[src/rtl/cycle_step_sequencer_pkg.sv]
// Shared types and constants for the instruction cycle-step sequencer and its
// microcode consumers.
package cycle_step_sequencer_pkg;

  localparam int unsigned DEFAULT_NUM_STEPS = 16;
  localparam int unsigned OPCODE_W          = 8;
  localparam logic [OPCODE_W-1:0] CB_PREFIX_BYTE = 8'hCB;

  typedef enum logic [1:0] {
    ST_IDLE  = 2'd0,
    ST_FETCH = 2'd1,
    ST_EXEC  = 2'd2
  } seq_state_e;

endpackage

[src/rtl/cycle_step_ring.sv]
// One-hot step shift register: clear beats load beats hold beats advance.
module cycle_step_ring #(
  parameter int unsigned NUM_STEPS = 16
) (
  input  logic                 clk,
  input  logic                 rst_n,
  input  logic                 load,
  input  logic                 clear,
  input  logic                 hold,
  input  logic                 advance,
  output logic [NUM_STEPS-1:0] step,
  output logic                 last
);

  always_ff @(posedge clk or negedge rst_n) begin
    if (!rst_n) begin
      step <= '0;
    end else if (clear) begin
      step <= '0;
    end else if (load) begin
      step <= NUM_STEPS'(1);
    end else if (advance && !hold) begin
      step <= {step[NUM_STEPS-2:0], 1'b0};
    end
  end

  assign last = step[NUM_STEPS-1];

endmodule

[src/rtl/cycle_step_sequencer.sv]
// Fetches an opcode (with optional 0xCB prefix) and walks a one-hot step vector
// through EXEC until a microcode block asserts Reset_Cycle or the steps run out.
module cycle_step_sequencer
  import cycle_step_sequencer_pkg::*;
#(
  parameter int unsigned          NUM_STEPS = DEFAULT_NUM_STEPS,
  parameter logic [OPCODE_W-1:0]  CB_PREFIX = CB_PREFIX_BYTE
) (
  input  logic                 i_Clk,
  input  logic                 i_Reset_n,
  output logic                 o_Fetch_Req,
  input  logic                 i_Fetch_Ack,
  input  logic [OPCODE_W-1:0]  i_Fetch_Data,
  input  logic                 i_Stall,
  input  logic                 i_Reset_Cycle,
  output logic [OPCODE_W-1:0]  o_Opcode,
  output logic                 o_CB_Prefix,
  output logic                 o_Exec,
  output logic [NUM_STEPS-1:0] o_Cycle_Step,
  output logic                 o_Overrun
);

  seq_state_e          state, state_nxt;
  logic                cb_flag, cb_flag_nxt;
  logic [OPCODE_W-1:0] opcode, opcode_nxt;
  logic                cb_prefix, cb_prefix_nxt;
  logic                overrun, overrun_nxt;
  logic                ring_load, ring_clear, ring_hold, ring_advance;
  logic                ring_last;

  // State and latched instruction context
  always_ff @(posedge i_Clk or negedge i_Reset_n) begin
    if (!i_Reset_n) begin
      state     <= ST_IDLE;
      cb_flag   <= 1'b0;
      opcode    <= '0;
      cb_prefix <= 1'b0;
      overrun   <= 1'b0;
    end else begin
      state     <= state_nxt;
      cb_flag   <= cb_flag_nxt;
      opcode    <= opcode_nxt;
      cb_prefix <= cb_prefix_nxt;
      overrun   <= overrun_nxt;
    end
  end

  // Next-state and step-ring control
  always_comb begin
    state_nxt     = state;
    cb_flag_nxt   = cb_flag;
    opcode_nxt    = opcode;
    cb_prefix_nxt = cb_prefix;
    overrun_nxt   = 1'b0;
    ring_load     = 1'b0;
    ring_clear    = 1'b0;
    ring_hold     = 1'b0;
    ring_advance  = 1'b0;

    unique case (state)
      ST_IDLE: state_nxt = ST_FETCH;

      ST_FETCH: begin
        if (i_Fetch_Ack) begin
          // A second 0xCB after a prefix is an ordinary opcode byte.
          if ((i_Fetch_Data == CB_PREFIX) && !cb_flag) begin
            cb_flag_nxt = 1'b1;
          end else begin
            opcode_nxt    = i_Fetch_Data;
            cb_prefix_nxt = cb_flag;
            cb_flag_nxt   = 1'b0;
            ring_load     = 1'b1;
            state_nxt     = ST_EXEC;
          end
        end
      end

      ST_EXEC: begin
        if (i_Reset_Cycle) begin
          ring_clear    = 1'b1;
          cb_prefix_nxt = 1'b0;
          state_nxt     = ST_FETCH;
        end else if (i_Stall) begin
          ring_hold = 1'b1;
        end else if (ring_last) begin
          overrun_nxt   = 1'b1;
          ring_clear    = 1'b1;
          cb_prefix_nxt = 1'b0;
          state_nxt     = ST_FETCH;
        end else begin
          ring_advance = 1'b1;
        end
      end

      default: state_nxt = ST_IDLE;
    endcase
  end

  cycle_step_ring #(
    .NUM_STEPS (NUM_STEPS)
  ) u_ring (
    .clk     (i_Clk),
    .rst_n   (i_Reset_n),
    .load    (ring_load),
    .clear   (ring_clear),
    .hold    (ring_hold),
    .advance (ring_advance),
    .step    (o_Cycle_Step),
    .last    (ring_last)
  );

  assign o_Fetch_Req = (state == ST_FETCH);
  assign o_Exec      = (state == ST_EXEC);
  assign o_Opcode    = opcode;
  assign o_CB_Prefix = cb_prefix;
  assign o_Overrun   = overrun;

endmodule

[config.mk]
export PLATFORM = sky130hd
export DESIGN_NAME = cycle_step_sequencer
export DESIGN_NICKNAME = d
export VERILOG_FILES = /design/src/rtl/cycle_step_sequencer_pkg.sv /design/src/rtl/cycle_step_ring.sv /design/src/rtl/cycle_step_sequencer.sv
export SDC_FILE = /design/constraint.sdc
export NUM_CORES = 1
export LEC_CHECK = 0
export ABC_AREA = 1
export CORE_MARGIN = 3
export CORE_UTILIZATION = 44
export CTS_BUF_LIST = sky130_fd_sc_hd__clkbuf_8
export DETAILED_ROUTE_END_ITERATION = 12
export GPL_ROUTABILITY_DRIVEN = 0
export PLACE_DENSITY = 0.85
export REMOVE_ABC_BUFFERS = 1
export SLEW_MARGIN = 0
export SYNTH_ARGS = -nofsm -noshare
export SYNTH_HDL_FRONTEND = slang
export SYNTH_SLANG_ARGS = --single-unit
[constraint.sdc]
create_clock -name i_Clk -period 1.2 [get_ports i_Clk]
set_input_delay 0.24 -clock i_Clk [delete_from_list [all_inputs] [get_ports i_Clk]]
set_output_delay 0.24 -clock i_Clk [all_outputs]
set_load 0.01 [all_outputs]
==> summary.md <==
| Metric | Value |
|---|---|
| Top cell type's share of synthesized area | `52.1%` |
| Floorplan die area | `0.00388 mm2` |
| RSZ-0062 raised after global routing | `yes` |
| Count of warnings emitted by yosys | `0` |
| Via-to-Cell Ratio | `5.76` |
| Number of endpoints failing setup at the final stage | `31` |
| Slew at the pin closest to its max-slew limit | `0.260 ns` |
| Fraction of layout instances using a drive strength above 1 | `58.3%` |
| Overall global routing resource usage | `26.7%` |
| Crit path max fanout | `9` |
| Total number of placement rows | `19` |
| Maximum number of pins on one net before global-route repair | `30` |
| Family of cells with the greatest summed delay on the critical path | `buffers and inverters` |
| Power per cell area | `1850 mW/mm2` |
| Total of flip-flops plus latches after synthesis | `29` |
| Final Slew Violations | `0` |
| Arrival time reported for the critical path endpoint | `1.72 ns` |
| Hold buffers post-CTS | `0` |
| Maximum clock rate | `0.656 GHz` |
| Sequential share of the synthesized area | `52.1%` |
| Detailed-route wire length | `6.28 mm` |
| Worst slack, placed | `-0.435 ns` |
| CTS tree | `yes` |
| Total clock buffers created by CTS | `5` |
| Detailed-route DRC error count | `0` |
| Die Height | `62.3 um` |
| PnR Total Power | `4.95 mW` |
| Std-Cell Core Area | `0.00288 mm2` |
| Yosys top cell by area | `dfrtp_1` |
| Worst setup skew after layout | `0.00981 ns` |
| Drt first-iter violations | `205` |
| Bufs and invs on worst path | `2` |
| Worst-case headroom to the max-slew limit | `82.6%` |
| CP endpoint kind | `register` |
| Failing checks | `setup timing` |
| Final Instance Count excl. Fillers | `282` |
| Post-route clock period utilization | `127%` |
| Final min period | `1.52 ns` |
| Drt pass-1 iters | `4` |
| Area growth from synthesis to final layout | `91.9%` |
| Finished Core Util | `93.0%` |
| Initial cell density of the core | `48.5%` |
| Lkg Pwr | `1.38 nW` |
| Kind of launch point of the worst setup path | `input port` |
| Syn avg cell area | `9.23 um2` |
| Commonest non-fill, non-tap cells in the layout | `33 x buf_4, 26 x dfrtp_1, 21 x clkdlybuf4s15_1, 20 x nand2_1, 19 x nand2_2` |
| Final number of hold-violating endpoints | `0` |
| Gate Count Post-Synth | `151` |
| Average detailed-routed wire length per instance | `22.3 um` |
| Largest cells by area after synthesis | `dfrtp_1 52%, nand2_1 13%, a21oi_2 6.3%` |
| Number of buffers between clock root and the deepest sink | `2` |
| Cell with the largest stage delay on the worst path | `clkdlybuf4s50_1` |
| Initial antenna violation count | `0` |
| Clk pin slew, worst setup/hold paths | `0.06 ns` |
| Leading cell type in the layout, fill and taps excluded | `buf_4` |
| Worst hold margin | `0.231 ns` |
| Half-perimeter wire length after placement | `2.32 mm` |
| IO Count | `41` |
| Via Count | `1624` |
| Maximum vdd ir drop | `1.55 mV` |
| Count of H-tree levels built during CTS | `2` |
| Antenna Violating Nets Remaining | `0` |
| Outcome | `complete, but fails checks` |
| Count of buffers inserted at the top-level ports | `40` |
| Insertion delay of the later-clocked pin in the worst-skew pair | `0.28 ns` |
| Mapped Area | `0.00139 mm2` |
| Slowest Stage Delay on Critical Path | `0.47 ns` |
| Critical path cell sequence | `clkdlybuf4s50_1 -> nor2_1 -> nand3_2 -> nand3_4 -> o21ai_4 -> buf_6 -> a21oi_2` |
| Clock tree sinks | `29` |
| Net count reported at finish | `257` |
| Floorplan die width | `62.3 um` |
| Via count of the first global-routing pass | `1586` |
| Number of fill cells in the layout | `89` |
| Global-route wire length before repair | `8.03 mm` |
| Antenna cell count | `0` |
| Number of cells after detailed placement | `243` |
| Minimum setup slack in the final design | `-0.324 ns` |
| Class of the tightest hold or removal check | `input port to register` |
| Gr ovfl total | `0` |
| Max Cap Viol | `0` |
| Critical path start-end classification | `input port to register` |
| Post-synth cell types | `24` |
| Clk Tree Root Cell | `clkbuf_8` |
| Data required time at the worst endpoint | `1.40 ns` |
## sequential cells by signal, indices dropped and copies added (netlist names)
signal	flops
o_Opcode	8
cb_flag	1
o_Overrun	1
u_ring.step	16
state	2
o_CB_Prefix	1
## cell type report
class | count | area (um2) | share of cell area, %
tap | 42 | 52.6 | 1.96
timing repair buffer | 88 | 842 | 31.5
clock buffer | 6 | 82.6 | 3.09
inverter | 12 | 57.6 | 2.15
clock inverter | 1 | 3.75 | 0.140
multi-input combinational | 104 | 907 | 33.9
sequential | 29 | 729 | 27.3
## path summary, 6_finish.rpt
| check | from | endpoint | slack (ns) | cells after the start |
|---|---|---|---|---|
| worst max register to register | state[1]$_DFFE_PN0P_ | u_ring.step[0]$_DFFE_PN0P_ | -0.30 | 7 |
| worst min-delay path | i_Reset_Cycle | o_Overrun$_DFF_PN0_ | 0.23 | 2 |
| worst max-delay path | i_Fetch_Data[2] | u_ring.step[6]$_DFFE_PN0P_ | -0.32 | 7 |
| max in group asynchronous | i_Reset_n | u_ring.step[12]$_DFFE_PN0P_ | 0.69 | 2 |
| min in group asynchronous | i_Reset_n | u_ring.step[11]$_DFFE_PN0P_ | 0.32 | 2 |
| worst min register to register | o_Opcode[1]$_DFFE_PN0P_ | o_Opcode[1]$_DFFE_PN0P_ | 0.48 | 2 |
## cell families (layout without fill, tap and decap cells)
| kind of cell | count (synthesis) | count (layout) | synth area share, % |
|---|---|---|---|
| simple gates | 79 | 79 | 26.8 |
| buf+inv | 18 | 107 | 6.28 |
| flops | 29 | 29 | 52.1 |
| compound gates | 21 | 21 | 11.2 |
| fa+ha+maj | 4 | 4 | 3.59 |
## report_power, final
group          switching, mW  leakage, nW  internal [mW]  total, mW
clock network          0.384       0.0485          0.446      0.830
logic                   1.40        0.952           1.32       2.72
registers              0.188        0.379           1.21       1.39
## worst register-to-register path: stages (launching register included)
cell and delay [ns]:
dfrtp_1 0.45, inv_2 0.12, ha_4 0.15, buf_6 0.12
nand3_4 0.14, buf_4 0.18, buf_6 0.11, a22oi_2 0.15
## Yosys cell counts, drive strengths merged
cell type  instances
nand2b            14
nor3               1
nand3              3
or2                1
dfrtp             29
nor2               6
o21ai              4
clkbuf             1
nand2             49
a22oi              1
a21oi             16
nand4              5
inv               12
buf                5
ha                 4
## stage by stage
stage / setup TNS (ns) / area (um2)
finish: -7.95 / 2680
global route: -8.51 / 2680
CTS: -4.20 / 2510
detailed placement: -10.84 / 1950
global placement: -9.37 / 1950
floorplan: -10.62 / 1350
## layer usage
| layer | global-route usage, % | vias to the layer above | wire length (um) |
|---|---|---|---|
| met5 | 0 | - | 0 |
| li1 | - | 653 | - |
| met1 | 29.3 | 787 | 2230 |
| met3 | 6.67 | 47 | 521 |
| met2 | 48.8 | 137 | 3110 |
| met4 | 11.3 | 0 | 420 |
## repair_timing
item / CTS / global route
gates cloned: 4 / 0
pin swaps: 24 / 9
gates resized for setup: 105 / 60
setup buffers: 23 / 9
endpoints found under the setup margin: 57 / 52
(Power assumes the default switching activity.)
